<file path="src/rtl/multicycle_ctrl.sv">
// multicycle_ctrl: Moore-style main controller for the multi-cycle 19-bit CPU.
// Sequences fetch/decode/execute/memory/writeback over a shared memory port and
// ALU, stalls on mem_ready, and traps on illegal opcodes.
module multicycle_ctrl #(
   parameter int unsigned OPW        = 5,
   parameter bit          ENABLE_BNE = 1'b1
) (
   input  logic           clk,
   input  logic           reset_n,
   input  logic [OPW-1:0] op,
   input  logic           zero,
   input  logic           mem_ready,
   output logic           mem_req,
   output logic           adrsrc,
   output logic           irwrite,
   output logic           pcwrite,
   output logic           memwrite,
   output logic           regwrite,
   output logic [1:0]     resultsrc,
   output logic [1:0]     alusrca,
   output logic [1:0]     alusrcb,
   output logic [1:0]     aluop,
   output logic [1:0]     immsrc,
   output logic           instr_done,
   output logic           illegal,
   output logic [3:0]     state_o
);

   typedef enum logic [3:0] {
      S_RST      = 4'd0,
      S_FETCH    = 4'd1,
      S_DECODE   = 4'd2,
      S_MEMADR   = 4'd3,
      S_MEMREAD  = 4'd4,
      S_MEMWB    = 4'd5,
      S_MEMWRITE = 4'd6,
      S_EXECR    = 4'd7,
      S_EXECI    = 4'd8,
      S_ALUWB    = 4'd9,
      S_BEQ      = 4'd10,
      S_BNE      = 4'd11,
      S_JAL      = 4'd12,
      S_TRAP     = 4'd15
   } state_t;

   localparam logic [4:0] OP_R   = 5'b00001;
   localparam logic [4:0] OP_LW  = 5'b00011;
   localparam logic [4:0] OP_SW  = 5'b00100;
   localparam logic [4:0] OP_BEQ = 5'b01000;
   localparam logic [4:0] OP_BNE = 5'b01110;
   localparam logic [4:0] OP_JAL = 5'b10000;

   state_t     state;
   state_t     nxt;

   logic [4:0] lo;
   logic       upper_ok;
   logic       is_r, is_i, is_lw, is_sw, is_beq, is_bne, is_jal;

   // Registered per-state flags used to gate the ready/zero-dependent enables
   logic       fetch_q;
   logic       beq_q;
   logic       bne_q;
   logic       jal_q;
   logic       mwr_q;
   logic       done_q;
   logic       imm_en;

   assign lo       = op[4:0];
   assign upper_ok = ((op >> 5) == '0);

   // Opcode class decode; any nonzero bit above [4:0] makes the opcode illegal
   always_comb begin
      is_r   = upper_ok && (lo == OP_R);
      is_i   = upper_ok && (lo inside {5'b00010, 5'b00101, 5'b00110, 5'b00111,
                                       5'b01001, 5'b01010, 5'b01011});
      is_lw  = upper_ok && (lo == OP_LW);
      is_sw  = upper_ok && (lo == OP_SW);
      is_beq = upper_ok && (lo == OP_BEQ);
      is_bne = upper_ok && (lo == OP_BNE) && ENABLE_BNE;
      is_jal = upper_ok && (lo == OP_JAL);
   end

   // Immediate format select, combinational from op; forced to 0 in RST and TRAP
   always_comb begin
      immsrc = '0;
      if (imm_en) begin
         if (is_sw)                immsrc = 2'b01;
         else if (is_beq || is_bne) immsrc = 2'b10;
         else if (is_jal)          immsrc = 2'b11;
      end
   end

   // Next-state logic
   always_comb begin
      nxt = state;
      case (state)
         S_RST:      nxt = S_FETCH;
         S_FETCH:    if (mem_ready) nxt = S_DECODE;
         S_DECODE: begin
            if (is_lw || is_sw) nxt = S_MEMADR;
            else if (is_r)      nxt = S_EXECR;
            else if (is_i)      nxt = S_EXECI;
            else if (is_beq)    nxt = S_BEQ;
            else if (is_bne)    nxt = S_BNE;
            else if (is_jal)    nxt = S_JAL;
            else                nxt = S_TRAP;
         end
         S_MEMADR:   nxt = is_sw ? S_MEMWRITE : S_MEMREAD;
         S_MEMREAD:  if (mem_ready) nxt = S_MEMWB;
         S_MEMWRITE: if (mem_ready) nxt = S_FETCH;
         S_EXECR, S_EXECI, S_JAL:          nxt = S_ALUWB;
         S_MEMWB, S_ALUWB, S_BEQ, S_BNE:   nxt = S_FETCH;
         S_TRAP:     nxt = S_TRAP;
         default:    nxt = S_TRAP;
      endcase
   end

   // State register with outputs decoded from the next state, so every
   // state-only output comes straight from a flop and clears asynchronously
   always_ff @(posedge clk or negedge reset_n) begin
      if (!reset_n) begin
         state     <= S_RST;
         mem_req   <= 1'b0;
         adrsrc    <= 1'b0;
         memwrite  <= 1'b0;
         regwrite  <= 1'b0;
         resultsrc <= '0;
         alusrca   <= '0;
         alusrcb   <= '0;
         aluop     <= '0;
         illegal   <= 1'b0;
         fetch_q   <= 1'b0;
         beq_q     <= 1'b0;
         bne_q     <= 1'b0;
         jal_q     <= 1'b0;
         mwr_q     <= 1'b0;
         done_q    <= 1'b0;
         imm_en    <= 1'b0;
      end else begin
         state     <= nxt;
         mem_req   <= 1'b0;
         adrsrc    <= 1'b0;
         memwrite  <= 1'b0;
         regwrite  <= 1'b0;
         resultsrc <= '0;
         alusrca   <= '0;
         alusrcb   <= '0;
         aluop     <= '0;
         illegal   <= 1'b0;
         fetch_q   <= 1'b0;
         beq_q     <= 1'b0;
         bne_q     <= 1'b0;
         jal_q     <= 1'b0;
         mwr_q     <= 1'b0;
         done_q    <= 1'b0;
         imm_en    <= 1'b1;
         case (nxt)
            S_RST: imm_en <= 1'b0;
            S_FETCH: begin
               mem_req   <= 1'b1;
               alusrcb   <= 2'b10;
               resultsrc <= 2'b10;
               fetch_q   <= 1'b1;
            end
            S_DECODE: begin
               alusrca <= 2'b01;
               alusrcb <= 2'b01;
            end
            S_MEMADR: begin
               alusrca <= 2'b10;
               alusrcb <= 2'b01;
            end
            S_MEMREAD: begin
               mem_req <= 1'b1;
               adrsrc  <= 1'b1;
            end
            S_MEMWB: begin
               resultsrc <= 2'b01;
               regwrite  <= 1'b1;
               done_q    <= 1'b1;
            end
            S_MEMWRITE: begin
               mem_req  <= 1'b1;
               adrsrc   <= 1'b1;
               memwrite <= 1'b1;
               mwr_q    <= 1'b1;
            end
            S_EXECR: begin
               alusrca <= 2'b10;
               aluop   <= 2'b10;
            end
            S_EXECI: begin
               alusrca <= 2'b10;
               alusrcb <= 2'b01;
               aluop   <= 2'b10;
            end
            S_ALUWB: begin
               regwrite <= 1'b1;
               done_q   <= 1'b1;
            end
            S_BEQ: begin
               alusrca <= 2'b10;
               aluop   <= 2'b01;
               beq_q   <= 1'b1;
               done_q  <= 1'b1;
            end
            S_BNE: begin
               alusrca <= 2'b10;
               aluop   <= 2'b01;
               bne_q   <= 1'b1;
               done_q  <= 1'b1;
            end
            S_JAL: begin
               alusrca <= 2'b01;
               alusrcb <= 2'b10;
               jal_q   <= 1'b1;
            end
            S_TRAP: begin
               illegal <= 1'b1;
               imm_en  <= 1'b0;
            end
            default: imm_en <= 1'b0;
         endcase
      end
   end

   // Enables qualified by the memory handshake or the ALU zero flag
   assign irwrite    = fetch_q & mem_ready;
   assign pcwrite    = (fetch_q & mem_ready) | (beq_q & zero) | (bne_q & ~zero) | jal_q;
   assign instr_done = done_q | (mwr_q & mem_ready);
   assign state_o    = state;

endmodule

</file>
<file path="config.mk">
export PLATFORM = sky130hd
export DESIGN_NAME = multicycle_ctrl
export DESIGN_NICKNAME = d
export VERILOG_FILES = /design/src/rtl/multicycle_ctrl.sv
export SDC_FILE = /design/constraint.sdc
export NUM_CORES = 1
export LEC_CHECK = 0
export ABC_AREA = 1
export CAP_MARGIN = 20
export CORE_ASPECT_RATIO = 1.2
export CORE_UTILIZATION = 48
export DETAILED_ROUTE_END_ITERATION = 16
export PLACE_DENSITY = 0.88
export SYNTH_ARGS = -nofsm -noshare
export SYNTH_HDL_FRONTEND = slang
export SYNTH_SLANG_ARGS = --single-unit
</file>
<file path="constraint.sdc">
create_clock -name clk -period 1.7 [get_ports clk]
set_clock_uncertainty 0.1 [all_clocks]
set_input_delay 0.255 -clock clk [delete_from_list [all_inputs] [get_ports clk]]
set_output_delay 0.255 -clock clk [all_outputs]
set_load 0.02 [all_outputs]
</file>
==> results.yml <==
synth:
  yosysMostFrequentCell: "nand2_1"
  yosysSeqAreaShare_pct: 44.67
  synth_area_leaders: "dfrtp_1 45%, nand2_1 10%, nand3_1 6.9%"
  netlist_instances: 155
  ys_async_sr_fraction_pct: 100.0
  synth-seq-cells: 22
  syn_area_sq_um: 1232
  ys_types: 22
  yosys_warnings: 0
  synth_commonest_cells: "34 x nand2_1, 22 x dfrtp_1, 20 x inv_1, 18 x nor2_1, 17 x nand3_1"
  synthFlopType: "dfrtp_1"
  yosys.area.top_type: "dfrtp_1"
  synthesis.nets: 164
  yosys.area.top_type_share_pct: 44.67
  synth-edff-count: 0
  syn_avg_cell_area_sq_um: 7.951
sta:
  grt_setup_unrepaired: "yes"
  post-route-period-util_pct: 101.5
  finalMaxSlewViolations: 0
  setup_violations: 1
  hold_violations: 0
  hold_ws_ns: 0.1684
  fin_ws_ns: -0.02495
  max_slew_margin_pct: 81.26
  max_freq_mhz: 579.7
  min_period_ns: 1.725
  tightest_slew_ns: 0.2811
power_and_ir_drop:
  p_per_area_nw_per_um2: 526.4
  p_seq_share_pct: 52.6
  p_switching_mw: 0.1999
  clockPowerShare_pct: 39.7
  vdd_ir_drop_max_v: 0.0009891
  p_leak_nw: 1.067
  p_int_mw: 0.7946
  comb_power_share_pct: 7.7
  switching_share_pct: 20.10
route:
  drt_iter0_markers: 37
  vias: 1266
  drtPass1Iterations: 4
  drtAntennaViolNets: 0
  wl_microns: 3429
  remaining_drc_errors: 0
  vias_per_cell: 5.189
  wl_per_cell_microns: 14.05
global_routing:
  grt.total_usage_pct: 24.00
  grt-ovfl-total: 0
  grt_max_degree: 23
  grt_pass1_wl_microns: 4761
  antenna_found_initial: 0
  grt_pass1_vias: 1117
clock_tree:
  postCtsHoldBufs: 0
  htreeDepth: 1
  clock_latency_ns: 0.31
  cts.sinks: 22
  path_clk_slew_ns: 0.12
  cts_buffers: 3
  cts_tree: "done"
  root_buffer: "clkbuf_4"
  ctsLongestPathBuffers: 2
worst_setup_path:
  crit_type: "register to register"
  crit_path_start_kind: "register"
  cp.required_ns: 1.85
  crit_path_end_kind: "register"
  critPathMaxFanout: 8
  critPathArrivalTime_ns: 1.87
run_status:
  outcome: "finished with violations"
  violations: "setup timing"
layout:
  diodes: 0
  regArea_sq_um: 554.3
  multi_input_area_sq_um: 631.9
  area_growth_pct: 53.30
  fill_cells: 132
  fin_area_sq_um: 1889
  num-nets-final: 223
  fin_util_pct: 80.28
  drive_gt1_share_pct: 38.97
run:
  drv_cap: 0
hold_path:
  hp-class: "input pin to asynchronous set/reset pin"
placed_design:
  place_hpwl_microns: 2318
  gp_congestion: 0.9360
  port_buffers: 30
  placed_area_sq_um: 1669
die:
  start_util_pct: 52.37
  fp.dieW_microns: 48.26
  coreArea_sq_um: 2354
  fp-row-count: 19
  die_h_microns: 57.51
  io_pins: 31
  die_area_sq_um: 2775
-- placed cells by master (no fill, tap or decap), types with 2 or more instances in the layout --
| master | count |
|---|---|
| nand2_1 | 31 |
| buf_4 | 24 |
| inv_1 | 20 |
| dfrtp_1 | 19 |
| nor2_1 | 15 |
| clkdlybuf4s50_1 | 14 |
| nand3_1 | 11 |
| inv_2 | 10 |
| dlygate4sd2_1 | 8 |
| nor2_2 | 7 |
| nor2_4 | 7 |
| nand3_2 | 6 |
| nand2_2 | 5 |
| nand2_4 | 5 |
| dlymetal6s2s_1 | 4 |
| nand3_4 | 3 |
| clkbuf_4 | 3 |
| dfrtp_2 | 3 |
| a21oi_1 | 2 |
-- through the flow --
stage	power, mW	setup slack (ns)	TNS (ns)	std cells
final	0.9946	-0.02495	-0.02495	244
after global routing	1.023	-0.08526	-0.4388	244
after CTS	0.9987	-0.01450	-0.01450	233
after detailed placement	0.6050	-0.5333	-7.253	229
after global placement	0.6012	-0.4638	-5.099	229
after floorplan	0.5526	0.1037	0	155
-- worst max-delay path, stage by stage, from the launching register on --
cell and delay, ns:
dfrtp_2 0.51, nor2_4 0.17, nand3_4 0.11, inv_4 0.10, nand3_2 0.10, nand2_4 0.11
inv_2 0.07, nor2_4 0.13, nand2_1 0.12, nor2_1 0.14
-- flip-flops by register name, indices dropped and copies added, names as in the netlist --
signal     cells
adrsrc         1
aluop          2
alusrca        2
alusrcb        2
beq_q          1
bne_q          1
done_q         1
fetch_q        1
illegal        1
imm_en         1
jal_q          1
mem_req        1
mwr_q          1
regwrite       1
resultsrc      1
state_o        4
-- power by group through the flow --
| stage | clock network [mW] | registers (mW) | logic, mW |
|---|---|---|---|
| CTS | 0.405 | 0.523 | 0.0704 |
| global route | 0.415 | 0.523 | 0.0848 |
| detailed placement | 0 | 0.533 | 0.0718 |
| floorplan | 0 | 0.533 | 0.0192 |
| global placement | 0 | 0.533 | 0.0680 |
| finish | 0.395 | 0.523 | 0.0763 |
-- repair_timing --
action                     in CTS  in global routing
setup endpoints to repair      15                 21
gates resized for setup        28                 23
pin swaps                       0                  9
setup buffers                   0                 11
-- kinds of logic after synthesis --
family	after synthesis	synth area share (%)
AOI/OAI and AO/OA	9	4.976
buffers and inverters	32	10.05
DFF	22	44.67
and+or+nand+nor	92	40.30
-- final cells by class --
class / instances / share of cell area (%)
clock buffers: 3 / 1.192
clock inverters: 1 / 1.589
inverters: 31 / 6.291
multi-input cells: 101 / 33.44
flip-flops and latches: 22 / 29.34
well taps: 31 / 2.053
repair buffers: 55 / 26.09
-- path summary, 6_finish.rpt --
check                           slack [ns]  depth (start not counted)                  from                      to
worst min register to register        0.57                          3  state_o[0]$_DFF_PN0_  resultsrc[0]$_DFF_PN0_
min in group clk                      0.39                          4             mem_ready  resultsrc[0]$_DFF_PN0_
worst max-delay path                 -0.02                          9  state_o[2]$_DFF_PN0_         beq_q$_DFF_PN0_
max in group asynchronous             1.11                          2               reset_n    state_o[2]$_DFF_PN0_
worst max register to register       -0.02                          9  state_o[2]$_DFF_PN0_         beq_q$_DFF_PN0_
worst min-delay path                  0.17                          2               reset_n  resultsrc[0]$_DFF_PN0_
-- metal layers --
layer	global-route usage [%]	vias up	share of wire, %
li1	-	593	-
met1	28.54	599	36
met2	40.57	55	55
met3	6.646	19	5.0
met4	6.746	0	3.9
met5	0	-	0
No activity file was read; power rests on OpenSTA's default activity.
